[src/rtl/vx_alu_req_unit_if.sv]
// rtl/vx_alu_req_unit_if.sv - ALU request and commit handshake bundle
interface vx_alu_req_unit_if #(
  parameter int NUM_THREADS   = 4,
  parameter int UUID_BITS     = 44,
  parameter int NW_BITS       = 2,
  parameter int NT_BITS       = 2,
  parameter int NR_BITS       = 5,
  parameter int INST_ALU_BITS = 4,
  parameter int INST_MOD_BITS = 3
);
  // Request side (dispatch -> ALU unit)
  logic                          alu_req_valid;
  logic [UUID_BITS-1:0]          alu_req_uuid;
  logic [NW_BITS-1:0]            alu_req_wid;
  logic [NUM_THREADS-1:0]        alu_req_tmask;
  logic [31:0]                   alu_req_PC;
  logic [31:0]                   alu_req_next_PC;
  logic [INST_ALU_BITS-1:0]      alu_req_op_type;
  logic [INST_MOD_BITS-1:0]      alu_req_op_mod;
  logic                          alu_req_use_PC;
  logic                          alu_req_use_imm;
  logic [31:0]                   alu_req_imm;
  logic [NT_BITS-1:0]            alu_req_tid;
  logic [NUM_THREADS-1:0][31:0]  alu_req_rs1_data;
  logic [NUM_THREADS-1:0][31:0]  alu_req_rs2_data;
  logic [NR_BITS-1:0]            alu_req_rd;
  logic                          alu_req_wb;
  logic                          alu_req_ready;

  // Commit side (ALU unit -> writeback)
  logic                          commit_valid;
  logic [UUID_BITS-1:0]          commit_uuid;
  logic [NW_BITS-1:0]            commit_wid;
  logic [NUM_THREADS-1:0]        commit_tmask;
  logic [31:0]                   commit_PC;
  logic [NUM_THREADS-1:0][31:0]  commit_data;
  logic [NR_BITS-1:0]            commit_rd;
  logic                          commit_wb;
  logic                          commit_ready;

  modport master (
    output alu_req_valid, alu_req_uuid, alu_req_wid, alu_req_tmask, alu_req_PC,
           alu_req_next_PC, alu_req_op_type, alu_req_op_mod, alu_req_use_PC,
           alu_req_use_imm, alu_req_imm, alu_req_tid, alu_req_rs1_data,
           alu_req_rs2_data, alu_req_rd, alu_req_wb, commit_ready,
    input  alu_req_ready, commit_valid, commit_uuid, commit_wid, commit_tmask,
           commit_PC, commit_data, commit_rd, commit_wb
  );

  modport slave (
    input  alu_req_valid, alu_req_uuid, alu_req_wid, alu_req_tmask, alu_req_PC,
           alu_req_next_PC, alu_req_op_type, alu_req_op_mod, alu_req_use_PC,
           alu_req_use_imm, alu_req_imm, alu_req_tid, alu_req_rs1_data,
           alu_req_rs2_data, alu_req_rd, alu_req_wb, commit_ready,
    output alu_req_ready, commit_valid, commit_uuid, commit_wid, commit_tmask,
           commit_PC, commit_data, commit_rd, commit_wb
  );
endinterface

[src/rtl/vx_alu_req_unit.sv]
// rtl/vx_alu_req_unit.sv - buffered per-thread integer ALU with registered commit
module vx_alu_req_unit #(
  parameter int BUF_DEPTH     = 2,
  parameter int PERF_EN       = 1,
  parameter int NUM_THREADS   = 4,
  parameter int UUID_BITS     = 44,
  parameter int NW_BITS       = 2,
  parameter int NR_BITS       = 5,
  parameter int INST_ALU_BITS = 4
) (
  input  logic               clk,
  input  logic               reset_n,
  vx_alu_req_unit_if.slave   alu_if,
  output logic [31:0]        perf_stalls
);

  localparam int PW = (BUF_DEPTH > 1) ? $clog2(BUF_DEPTH) : 1;
  localparam logic [PW:0] CNT_FULL = (PW+1)'(BUF_DEPTH);

  localparam logic [INST_ALU_BITS-1:0] ALU_ADD  = INST_ALU_BITS'(0);
  localparam logic [INST_ALU_BITS-1:0] ALU_SUB  = INST_ALU_BITS'(1);
  localparam logic [INST_ALU_BITS-1:0] ALU_SLL  = INST_ALU_BITS'(2);
  localparam logic [INST_ALU_BITS-1:0] ALU_SLT  = INST_ALU_BITS'(3);
  localparam logic [INST_ALU_BITS-1:0] ALU_SLTU = INST_ALU_BITS'(4);
  localparam logic [INST_ALU_BITS-1:0] ALU_XOR  = INST_ALU_BITS'(5);
  localparam logic [INST_ALU_BITS-1:0] ALU_SRL  = INST_ALU_BITS'(6);
  localparam logic [INST_ALU_BITS-1:0] ALU_SRA  = INST_ALU_BITS'(7);
  localparam logic [INST_ALU_BITS-1:0] ALU_OR   = INST_ALU_BITS'(8);
  localparam logic [INST_ALU_BITS-1:0] ALU_AND  = INST_ALU_BITS'(9);
  localparam logic [INST_ALU_BITS-1:0] ALU_LUI  = INST_ALU_BITS'(10);

  typedef struct packed {
    logic [UUID_BITS-1:0]         uuid;
    logic [NW_BITS-1:0]           wid;
    logic [NUM_THREADS-1:0]       tmask;
    logic [31:0]                  pc;
    logic [INST_ALU_BITS-1:0]     op;
    logic                         use_pc;
    logic                         use_imm;
    logic [31:0]                  imm;
    logic [NUM_THREADS-1:0][31:0] rs1;
    logic [NUM_THREADS-1:0][31:0] rs2;
    logic [NR_BITS-1:0]           rd;
    logic                         wb;
  } req_t;

  req_t                          buf_q [BUF_DEPTH];
  req_t                          in_req;
  req_t                          head;
  logic [PW-1:0]                 wr_ptr_q, wr_ptr_d;
  logic [PW-1:0]                 rd_ptr_q, rd_ptr_d;
  logic [PW:0]                   count_q, count_d;
  logic                          ready_q;
  logic                          push, pop;
  logic [31:0]                   op_a, op_b;
  logic [NUM_THREADS-1:0][31:0]  exec_data;

  logic                          commit_valid_q, commit_valid_d;
  logic [UUID_BITS-1:0]          commit_uuid_q;
  logic [NW_BITS-1:0]            commit_wid_q;
  logic [NUM_THREADS-1:0]        commit_tmask_q;
  logic [31:0]                   commit_pc_q;
  logic [NUM_THREADS-1:0][31:0]  commit_data_q;
  logic [NR_BITS-1:0]            commit_rd_q;
  logic                          commit_wb_q;

  // Capture the incoming request fields that the execute stage needs.
  always_comb begin
    in_req         = '0;
    in_req.uuid    = alu_if.alu_req_uuid;
    in_req.wid     = alu_if.alu_req_wid;
    in_req.tmask   = alu_if.alu_req_tmask;
    in_req.pc      = alu_if.alu_req_PC;
    in_req.op      = alu_if.alu_req_op_type;
    in_req.use_pc  = alu_if.alu_req_use_PC;
    in_req.use_imm = alu_if.alu_req_use_imm;
    in_req.imm     = alu_if.alu_req_imm;
    in_req.rs1     = alu_if.alu_req_rs1_data;
    in_req.rs2     = alu_if.alu_req_rs2_data;
    in_req.rd      = alu_if.alu_req_rd;
    in_req.wb      = alu_if.alu_req_wb;
  end

  // Handshake and pointer/count next-state; ready comes only from registered state.
  always_comb begin
    push     = alu_if.alu_req_valid && ready_q;
    pop      = (count_q != '0) && (!commit_valid_q || alu_if.commit_ready);
    wr_ptr_d = push ? wr_ptr_q + 1'b1 : wr_ptr_q;
    rd_ptr_d = pop ? rd_ptr_q + 1'b1 : rd_ptr_q;
    count_d  = count_q;
    if (push && !pop) begin
      count_d = count_q + 1'b1;
    end else if (!push && pop) begin
      count_d = count_q - 1'b1;
    end
    commit_valid_d = commit_valid_q;
    if (pop) begin
      commit_valid_d = 1'b1;
    end else if (alu_if.commit_ready) begin
      commit_valid_d = 1'b0;
    end
  end

  // Buffer storage is never observed before being written, so it is not reset.
  always_ff @(posedge clk) begin
    if (push) begin
      buf_q[wr_ptr_q] <= in_req;
    end
  end

  // Buffer control state; ready is held low while in reset.
  always_ff @(posedge clk or negedge reset_n) begin
    if (!reset_n) begin
      wr_ptr_q <= '0;
      rd_ptr_q <= '0;
      count_q  <= '0;
      ready_q  <= 1'b0;
    end else begin
      wr_ptr_q <= wr_ptr_d;
      rd_ptr_q <= rd_ptr_d;
      count_q  <= count_d;
      ready_q  <= (count_d != CNT_FULL);
    end
  end

  // Per-lane integer execute on the buffer head; inactive lanes compute too.
  always_comb begin
    head      = buf_q[rd_ptr_q];
    exec_data = '0;
    op_a      = '0;
    op_b      = '0;
    for (int i = 0; i < NUM_THREADS; i++) begin
      op_a = head.use_pc  ? head.pc  : head.rs1[i];
      op_b = head.use_imm ? head.imm : head.rs2[i];
      case (head.op)
        ALU_ADD:  exec_data[i] = op_a + op_b;
        ALU_SUB:  exec_data[i] = op_a - op_b;
        ALU_SLL:  exec_data[i] = op_a << op_b[4:0];
        ALU_SLT:  exec_data[i] = {31'd0, ($signed(op_a) < $signed(op_b))};
        ALU_SLTU: exec_data[i] = {31'd0, (op_a < op_b)};
        ALU_XOR:  exec_data[i] = op_a ^ op_b;
        ALU_SRL:  exec_data[i] = op_a >> op_b[4:0];
        ALU_SRA:  exec_data[i] = $unsigned($signed(op_a) >>> op_b[4:0]);
        ALU_OR:   exec_data[i] = op_a | op_b;
        ALU_AND:  exec_data[i] = op_a & op_b;
        ALU_LUI:  exec_data[i] = op_b;
        default:  exec_data[i] = '0;
      endcase
    end
  end

  // Commit register: loads on pop, holds while downstream stalls.
  always_ff @(posedge clk or negedge reset_n) begin
    if (!reset_n) begin
      commit_valid_q <= 1'b0;
      commit_uuid_q  <= '0;
      commit_wid_q   <= '0;
      commit_tmask_q <= '0;
      commit_pc_q    <= '0;
      commit_data_q  <= '0;
      commit_rd_q    <= '0;
      commit_wb_q    <= 1'b0;
    end else begin
      commit_valid_q <= commit_valid_d;
      if (pop) begin
        commit_uuid_q  <= head.uuid;
        commit_wid_q   <= head.wid;
        commit_tmask_q <= head.tmask;
        commit_pc_q    <= head.pc;
        commit_data_q  <= exec_data;
        commit_rd_q    <= head.rd;
        commit_wb_q    <= head.wb;
      end
    end
  end

  assign alu_if.alu_req_ready = ready_q;
  assign alu_if.commit_valid  = commit_valid_q;
  assign alu_if.commit_uuid   = commit_uuid_q;
  assign alu_if.commit_wid    = commit_wid_q;
  assign alu_if.commit_tmask  = commit_tmask_q;
  assign alu_if.commit_PC     = commit_pc_q;
  assign alu_if.commit_data   = commit_data_q;
  assign alu_if.commit_rd     = commit_rd_q;
  assign alu_if.commit_wb     = commit_wb_q;

  generate
    if (PERF_EN != 0) begin : g_perf
      logic [31:0] stall_q;
      // Saturating count of cycles where a request waits on a full buffer.
      always_ff @(posedge clk or negedge reset_n) begin
        if (!reset_n) begin
          stall_q <= '0;
        end else if (alu_if.alu_req_valid && !ready_q && (stall_q != 32'hFFFF_FFFF)) begin
          stall_q <= stall_q + 32'd1;
        end
      end
      assign perf_stalls = stall_q;
    end else begin : g_no_perf
      assign perf_stalls = '0;
    end
  endgenerate

endmodule
[src/flat_wrapper.sv]
// flat-port wrapper written by rule: the top's interface ports become plain ports
module vx_alu_req_unit_flat 
#(
  parameter int BUF_DEPTH     = 2,
  parameter int PERF_EN       = 1,
  parameter int NUM_THREADS   = 4,
  parameter int UUID_BITS     = 44,
  parameter int NW_BITS       = 2,
  parameter int NR_BITS       = 5,
  parameter int INST_ALU_BITS = 4
)
  (clk, reset_n, perf_stalls, alu_if_alu_req_valid, alu_if_alu_req_uuid, alu_if_alu_req_wid, alu_if_alu_req_tmask, alu_if_alu_req_PC, alu_if_alu_req_next_PC, alu_if_alu_req_op_type, alu_if_alu_req_op_mod, alu_if_alu_req_use_PC, alu_if_alu_req_use_imm, alu_if_alu_req_imm, alu_if_alu_req_tid, alu_if_alu_req_rs1_data, alu_if_alu_req_rs2_data, alu_if_alu_req_rd, alu_if_alu_req_wb, alu_if_commit_ready, alu_if_alu_req_ready, alu_if_commit_valid, alu_if_commit_uuid, alu_if_commit_wid, alu_if_commit_tmask, alu_if_commit_PC, alu_if_commit_data, alu_if_commit_rd, alu_if_commit_wb);
  vx_alu_req_unit_if #(.NUM_THREADS(NUM_THREADS), .UUID_BITS(UUID_BITS), .NW_BITS(NW_BITS), .NR_BITS(NR_BITS), .INST_ALU_BITS(INST_ALU_BITS)) alu_if_i ();
  input  logic clk;
  input  logic reset_n;
  output logic [31:0] perf_stalls;
  input wire logic [$bits(alu_if_i.alu_req_valid)-1:0] alu_if_alu_req_valid;
  input wire logic [$bits(alu_if_i.alu_req_uuid)-1:0] alu_if_alu_req_uuid;
  input wire logic [$bits(alu_if_i.alu_req_wid)-1:0] alu_if_alu_req_wid;
  input wire logic [$bits(alu_if_i.alu_req_tmask)-1:0] alu_if_alu_req_tmask;
  input wire logic [$bits(alu_if_i.alu_req_PC)-1:0] alu_if_alu_req_PC;
  input wire logic [$bits(alu_if_i.alu_req_next_PC)-1:0] alu_if_alu_req_next_PC;
  input wire logic [$bits(alu_if_i.alu_req_op_type)-1:0] alu_if_alu_req_op_type;
  input wire logic [$bits(alu_if_i.alu_req_op_mod)-1:0] alu_if_alu_req_op_mod;
  input wire logic [$bits(alu_if_i.alu_req_use_PC)-1:0] alu_if_alu_req_use_PC;
  input wire logic [$bits(alu_if_i.alu_req_use_imm)-1:0] alu_if_alu_req_use_imm;
  input wire logic [$bits(alu_if_i.alu_req_imm)-1:0] alu_if_alu_req_imm;
  input wire logic [$bits(alu_if_i.alu_req_tid)-1:0] alu_if_alu_req_tid;
  input wire logic [$bits(alu_if_i.alu_req_rs1_data)-1:0] alu_if_alu_req_rs1_data;
  input wire logic [$bits(alu_if_i.alu_req_rs2_data)-1:0] alu_if_alu_req_rs2_data;
  input wire logic [$bits(alu_if_i.alu_req_rd)-1:0] alu_if_alu_req_rd;
  input wire logic [$bits(alu_if_i.alu_req_wb)-1:0] alu_if_alu_req_wb;
  input wire logic [$bits(alu_if_i.commit_ready)-1:0] alu_if_commit_ready;
  output wire logic [$bits(alu_if_i.alu_req_ready)-1:0] alu_if_alu_req_ready;
  output wire logic [$bits(alu_if_i.commit_valid)-1:0] alu_if_commit_valid;
  output wire logic [$bits(alu_if_i.commit_uuid)-1:0] alu_if_commit_uuid;
  output wire logic [$bits(alu_if_i.commit_wid)-1:0] alu_if_commit_wid;
  output wire logic [$bits(alu_if_i.commit_tmask)-1:0] alu_if_commit_tmask;
  output wire logic [$bits(alu_if_i.commit_PC)-1:0] alu_if_commit_PC;
  output wire logic [$bits(alu_if_i.commit_data)-1:0] alu_if_commit_data;
  output wire logic [$bits(alu_if_i.commit_rd)-1:0] alu_if_commit_rd;
  output wire logic [$bits(alu_if_i.commit_wb)-1:0] alu_if_commit_wb;
  assign alu_if_i.alu_req_valid = alu_if_alu_req_valid;
  assign alu_if_i.alu_req_uuid = alu_if_alu_req_uuid;
  assign alu_if_i.alu_req_wid = alu_if_alu_req_wid;
  assign alu_if_i.alu_req_tmask = alu_if_alu_req_tmask;
  assign alu_if_i.alu_req_PC = alu_if_alu_req_PC;
  assign alu_if_i.alu_req_next_PC = alu_if_alu_req_next_PC;
  assign alu_if_i.alu_req_op_type = alu_if_alu_req_op_type;
  assign alu_if_i.alu_req_op_mod = alu_if_alu_req_op_mod;
  assign alu_if_i.alu_req_use_PC = alu_if_alu_req_use_PC;
  assign alu_if_i.alu_req_use_imm = alu_if_alu_req_use_imm;
  assign alu_if_i.alu_req_imm = alu_if_alu_req_imm;
  assign alu_if_i.alu_req_tid = alu_if_alu_req_tid;
  assign alu_if_i.alu_req_rs1_data = alu_if_alu_req_rs1_data;
  assign alu_if_i.alu_req_rs2_data = alu_if_alu_req_rs2_data;
  assign alu_if_i.alu_req_rd = alu_if_alu_req_rd;
  assign alu_if_i.alu_req_wb = alu_if_alu_req_wb;
  assign alu_if_i.commit_ready = alu_if_commit_ready;
  assign alu_if_alu_req_ready = alu_if_i.alu_req_ready;
  assign alu_if_commit_valid = alu_if_i.commit_valid;
  assign alu_if_commit_uuid = alu_if_i.commit_uuid;
  assign alu_if_commit_wid = alu_if_i.commit_wid;
  assign alu_if_commit_tmask = alu_if_i.commit_tmask;
  assign alu_if_commit_PC = alu_if_i.commit_PC;
  assign alu_if_commit_data = alu_if_i.commit_data;
  assign alu_if_commit_rd = alu_if_i.commit_rd;
  assign alu_if_commit_wb = alu_if_i.commit_wb;
  vx_alu_req_unit #(.BUF_DEPTH(BUF_DEPTH), .PERF_EN(PERF_EN), .NUM_THREADS(NUM_THREADS), .UUID_BITS(UUID_BITS), .NW_BITS(NW_BITS), .NR_BITS(NR_BITS), .INST_ALU_BITS(INST_ALU_BITS)) u_core (.clk(clk), .reset_n(reset_n), .alu_if(alu_if_i), .perf_stalls(perf_stalls));
endmodule
[config.mk]
export PLATFORM = sky130hd
export DESIGN_NAME = vx_alu_req_unit_flat
export DESIGN_NICKNAME = d
export VERILOG_FILES = /design/src/rtl/vx_alu_req_unit_if.sv /design/src/rtl/vx_alu_req_unit.sv /design/src/flat_wrapper.sv
export SDC_FILE = /design/constraint.sdc
export NUM_CORES = 2
export LEC_CHECK = 0
export ABC_AREA = 1
export CAP_MARGIN = 5
export CORE_ASPECT_RATIO = 1.2
export CORE_UTILIZATION = 40
export DETAILED_ROUTE_END_ITERATION = 8
export MAX_ROUTING_LAYER = met4
export PLACE_DENSITY = 0.63
export SLEW_MARGIN = 20
export SYNTH_ARGS = -nofsm -noshare
export SYNTH_HDL_FRONTEND = slang
export SYNTH_SLANG_ARGS = --single-unit
[constraint.sdc]
create_clock -name clk -period 23.4 [get_ports clk]
set_input_delay 3.51 -clock clk [delete_from_list [all_inputs] [get_ports clk]]
set_output_delay 3.51 -clock clk [all_outputs]
set_load 0.1 [all_outputs]
==> results by group <==
Global routing
  – Gr busiest metal: met2
  – GRT Util Overall: 0.430
  – Global-route wire length before repair: 577 mm
  – Largest net degree at the start of global routing: 170
  – Vias in the first global route: 76800
  – Grt met2 use: 0.632
  – Met1 GRT Util: 0.509
  – Initial antenna violation count: 83
  – M3 GR Usage: 0.123
  – GR Overflow Total: 0

Logic synthesis
  – Register area share after synthesis: 0.379
  – Top post-synthesis cells by count: 3859 x nand2_1, 1319 x nand3_1, 764 x edfxtp_1
  – Syn nets: between 10000 and 15000
  – Syn_area_per_cell: 7.12 µm²
  – Count leader, synth: nand2_1
  – Yosys warnings: 0
  – Netlist cell types: between 60 and 70
  – Prevailing post-synth register cell: edfxtp_1
  – Synthesized area: ~77000 µm²
  – Asr flop ratio synth: 0.250
  – Yosys top cell area share: 0.296
  – Synth top area cells: edfxtp_1 30%, nand2_1 19%, nand3_1 8.5%, dfrtp_1 8.2%, ha_1 6.3%
  – Largest area contributor in the netlist: edfxtp_1
  – Post-synth EDFFs: 764
  – Yosys reg bits: between 1000 and 1500
  – Synth Instances: 10900

Placed design
  – Setup WS pre-CTS: around 15 ns
  – Placer Congestion: 1.08
  – PortBufs: 635
  – Half-perimeter wire length after placement: about 330 mm

Clock network
  – Clk buf depth: 3
  – Clock slew at reported path FFs: 0.06 ns
  – Post-CTS sizing: 0
  – Clock Latency Late Sink: around 0.80 ns
  – Clk root buf: clkbuf_16
  – Sink Count: slightly above 1000
  – Hold_buf cts: 0
  – CTS H-tree depth: 3
  – Setup bufs post-CTS: 0
  – CTS tree: yes
  – Cts bufs inserted: 104

Setup path
  – Crit path capture type: flop
  – Cell family with most CP delay: buffers and inverters
  – Max incr delay on CP: 0.86 ns
  – Critical path's most frequent cell: buf_4
  – CP required: 23.79 ns
  – CP arrival: 7.95 ns
  – Crit-path cells: clkdlybuf4s50_1, nand2_1, nor2_4, buf_12, buf_4, buf_4
  – CP max stage cell: buf_4
  – Worst Setup Path Type: in -> reg
  – Critical path fanouts, max: 169
  – Bufs and invs on worst path: 4
  – CP Launch Type: primary input

Run status
  – Status: complete, no violations

Detailed routing
  – Initial drt markers: 11300
  – DR vias/cell: 5.88
  – 1st-pass router iterations: 8
  – Final Routed Wirelength: 421 mm
  – Wire per inst: 30.1 µm
  – Via Count: 82100
  – Drc violations: 0
  – ANT nets after route: 0

Job
  – Max cap viols: 0

Final layout
  – Final Util: 0.464
  – Fill cell count: 19500
  – Share of cells above drive strength 1: 0.0462
  – Area grow syn2layout: 15.1%
  – Register Area: roughly 29000 µm²
  – Multi-input gate area: 42300 µm²
  – Nets: 12000

STA
  – Skew final: 0.0531 ns
  – RSZ-0062 raised after global routing: no
  – Final setup violation count: 0
  – Hold WS: around 0.48 ns
  – Fin. Hold Viols: 0
  – Pins Over Slew Limit: 0
  – Fin worst setup slack: approximately 16 ns
  – Worst Max-Slew Pin Slew: 1.27 ns
  – Tmin final: 7.57 ns
  – Fmax: 0.132 GHz
  – Relative slew slack: 0.148
  – Fin crit share: 0.323
  – Final setup TNS: 0 ns

Floorplan
  – Vert. Die Dim: about 480 µm
  – I/O pin total: 673
  – Initial Util: 0.403
  – Die Span X: a little over 400 µm
  – Cell Rows: 176
  – Die outline area: about 200000 µm²
  – Core Area: 192000 µm²

Worst hold path
  – Class of the most critical hold timing path: reg -> reg
through the flow:
stage               cell area [µm²]  std cells
CTS                           88800      13900
global placement              85100      13700
detailed placement            85100      13700
global route                  89100      13900
finish                        89100      14000
floorplan                     77400      10900
cell families after synthesis:
kind of cell    count (synthesis)  synth area share
buf+inv                      1321            0.0762
xor+xnor                       45           0.00509
flops                        1018             0.379
simple gates                 6476             0.353
fa+ha+maj                     398            0.0651
compound gates               1617             0.122
cell usage in the layout, fill, tap and decap left out, types with 132 or more instances in the layout:
cell type,netlist,final
a21oi_1,523,522
clkdlybuf4s50_1,0,630
dfrtp_1,254,253
edfxtp_1,764,764
ha_1,390,390
inv_1,715,714
nand2_1,3859,3847
nand3_1,1319,1319
nand4_1,132,132
nor2_1,736,729
nor3_1,145,145
o211ai_1,158,158
o21ai_0,423,423
state kept, by name, indices dropped and copies added, names as in the netlist:
name                         cells
u_core.count_q                   2
u_core.alu_if.commit_rd          5
u_core.alu_if.commit_data      128
u_core.buf_q                   764
u_core.alu_if.alu_req_ready      1
u_core.perf_stalls              32
u_core.alu_if.commit_PC         32
u_core.alu_if.commit_valid       1
u_core.alu_if.commit_tmask       4
u_core.alu_if.commit_uuid       44
u_core.alu_if.commit_wb          1
u_core.rd_ptr_q                  1
u_core.alu_if.commit_wid         2
u_core.wr_ptr_q                  1
layout make-up:
cell class | count | area share
sequential | 1018 | 0.329
multi-input combinational | 8536 | 0.475
clock inverter | 61 | 0.00931
timing repair buffer | 761 | 0.0828
clock buffer | 137 | 0.0325
antenna | 84 | 0.00236
tap | 2581 | 0.0363
inverter | 775 | 0.0329
metal layers:
layer  wire length [µm]  vias to the layer above
met5                  0                        -
met1             159000                    39000
met4              33800                        0
met2             182000                     4723
li1                   -                    37300
met3              46200                     1027
worst reg2reg max path, cell delays in order (launching register included):
cell	delay, ns
dfrtp_4	0.82
buf_4	0.76
buf_4	0.59
buf_4	0.61
nand2_1	0.13
nand2_1	0.28
nand2_1	0.12
nand2_2	0.09
buf_4	0.64
inv_2	0.42
ha_1	0.44
o21ai_0	0.70
o21ai_0	0.40
nand3_1	0.16
nand2_1	0.15
o21ai_0	0.41
nand2_1	0.18
o21ai_1	0.44
nand2_1	0.10
final timing paths:
check	startpoint	to	slack [ns]	depth (start not counted)
worst max-delay path	alu_if_alu_req_valid	u_core.buf_q[1][372]	15.83	6
worst min-delay path	u_core.alu_if.commit_data[2]	u_core.alu_if.commit_data[2]	0.48	2
worst max register to register	u_core.rd_ptr_q	u_core.alu_if.commit_data[80]	15.86	18
worst min register to register	u_core.alu_if.commit_data[2]	u_core.alu_if.commit_data[2]	0.48	2
max in group asynchronous	reset_n	u_core.alu_if.commit_data[120]	18.69	3
min in group asynchronous	reset_n	u_core.alu_if.commit_data[56]	2.67	1
Power is left out: the tool's default activity adds up to more than one toggle a clock period on the data nets, which glitch-free logic cannot reach.
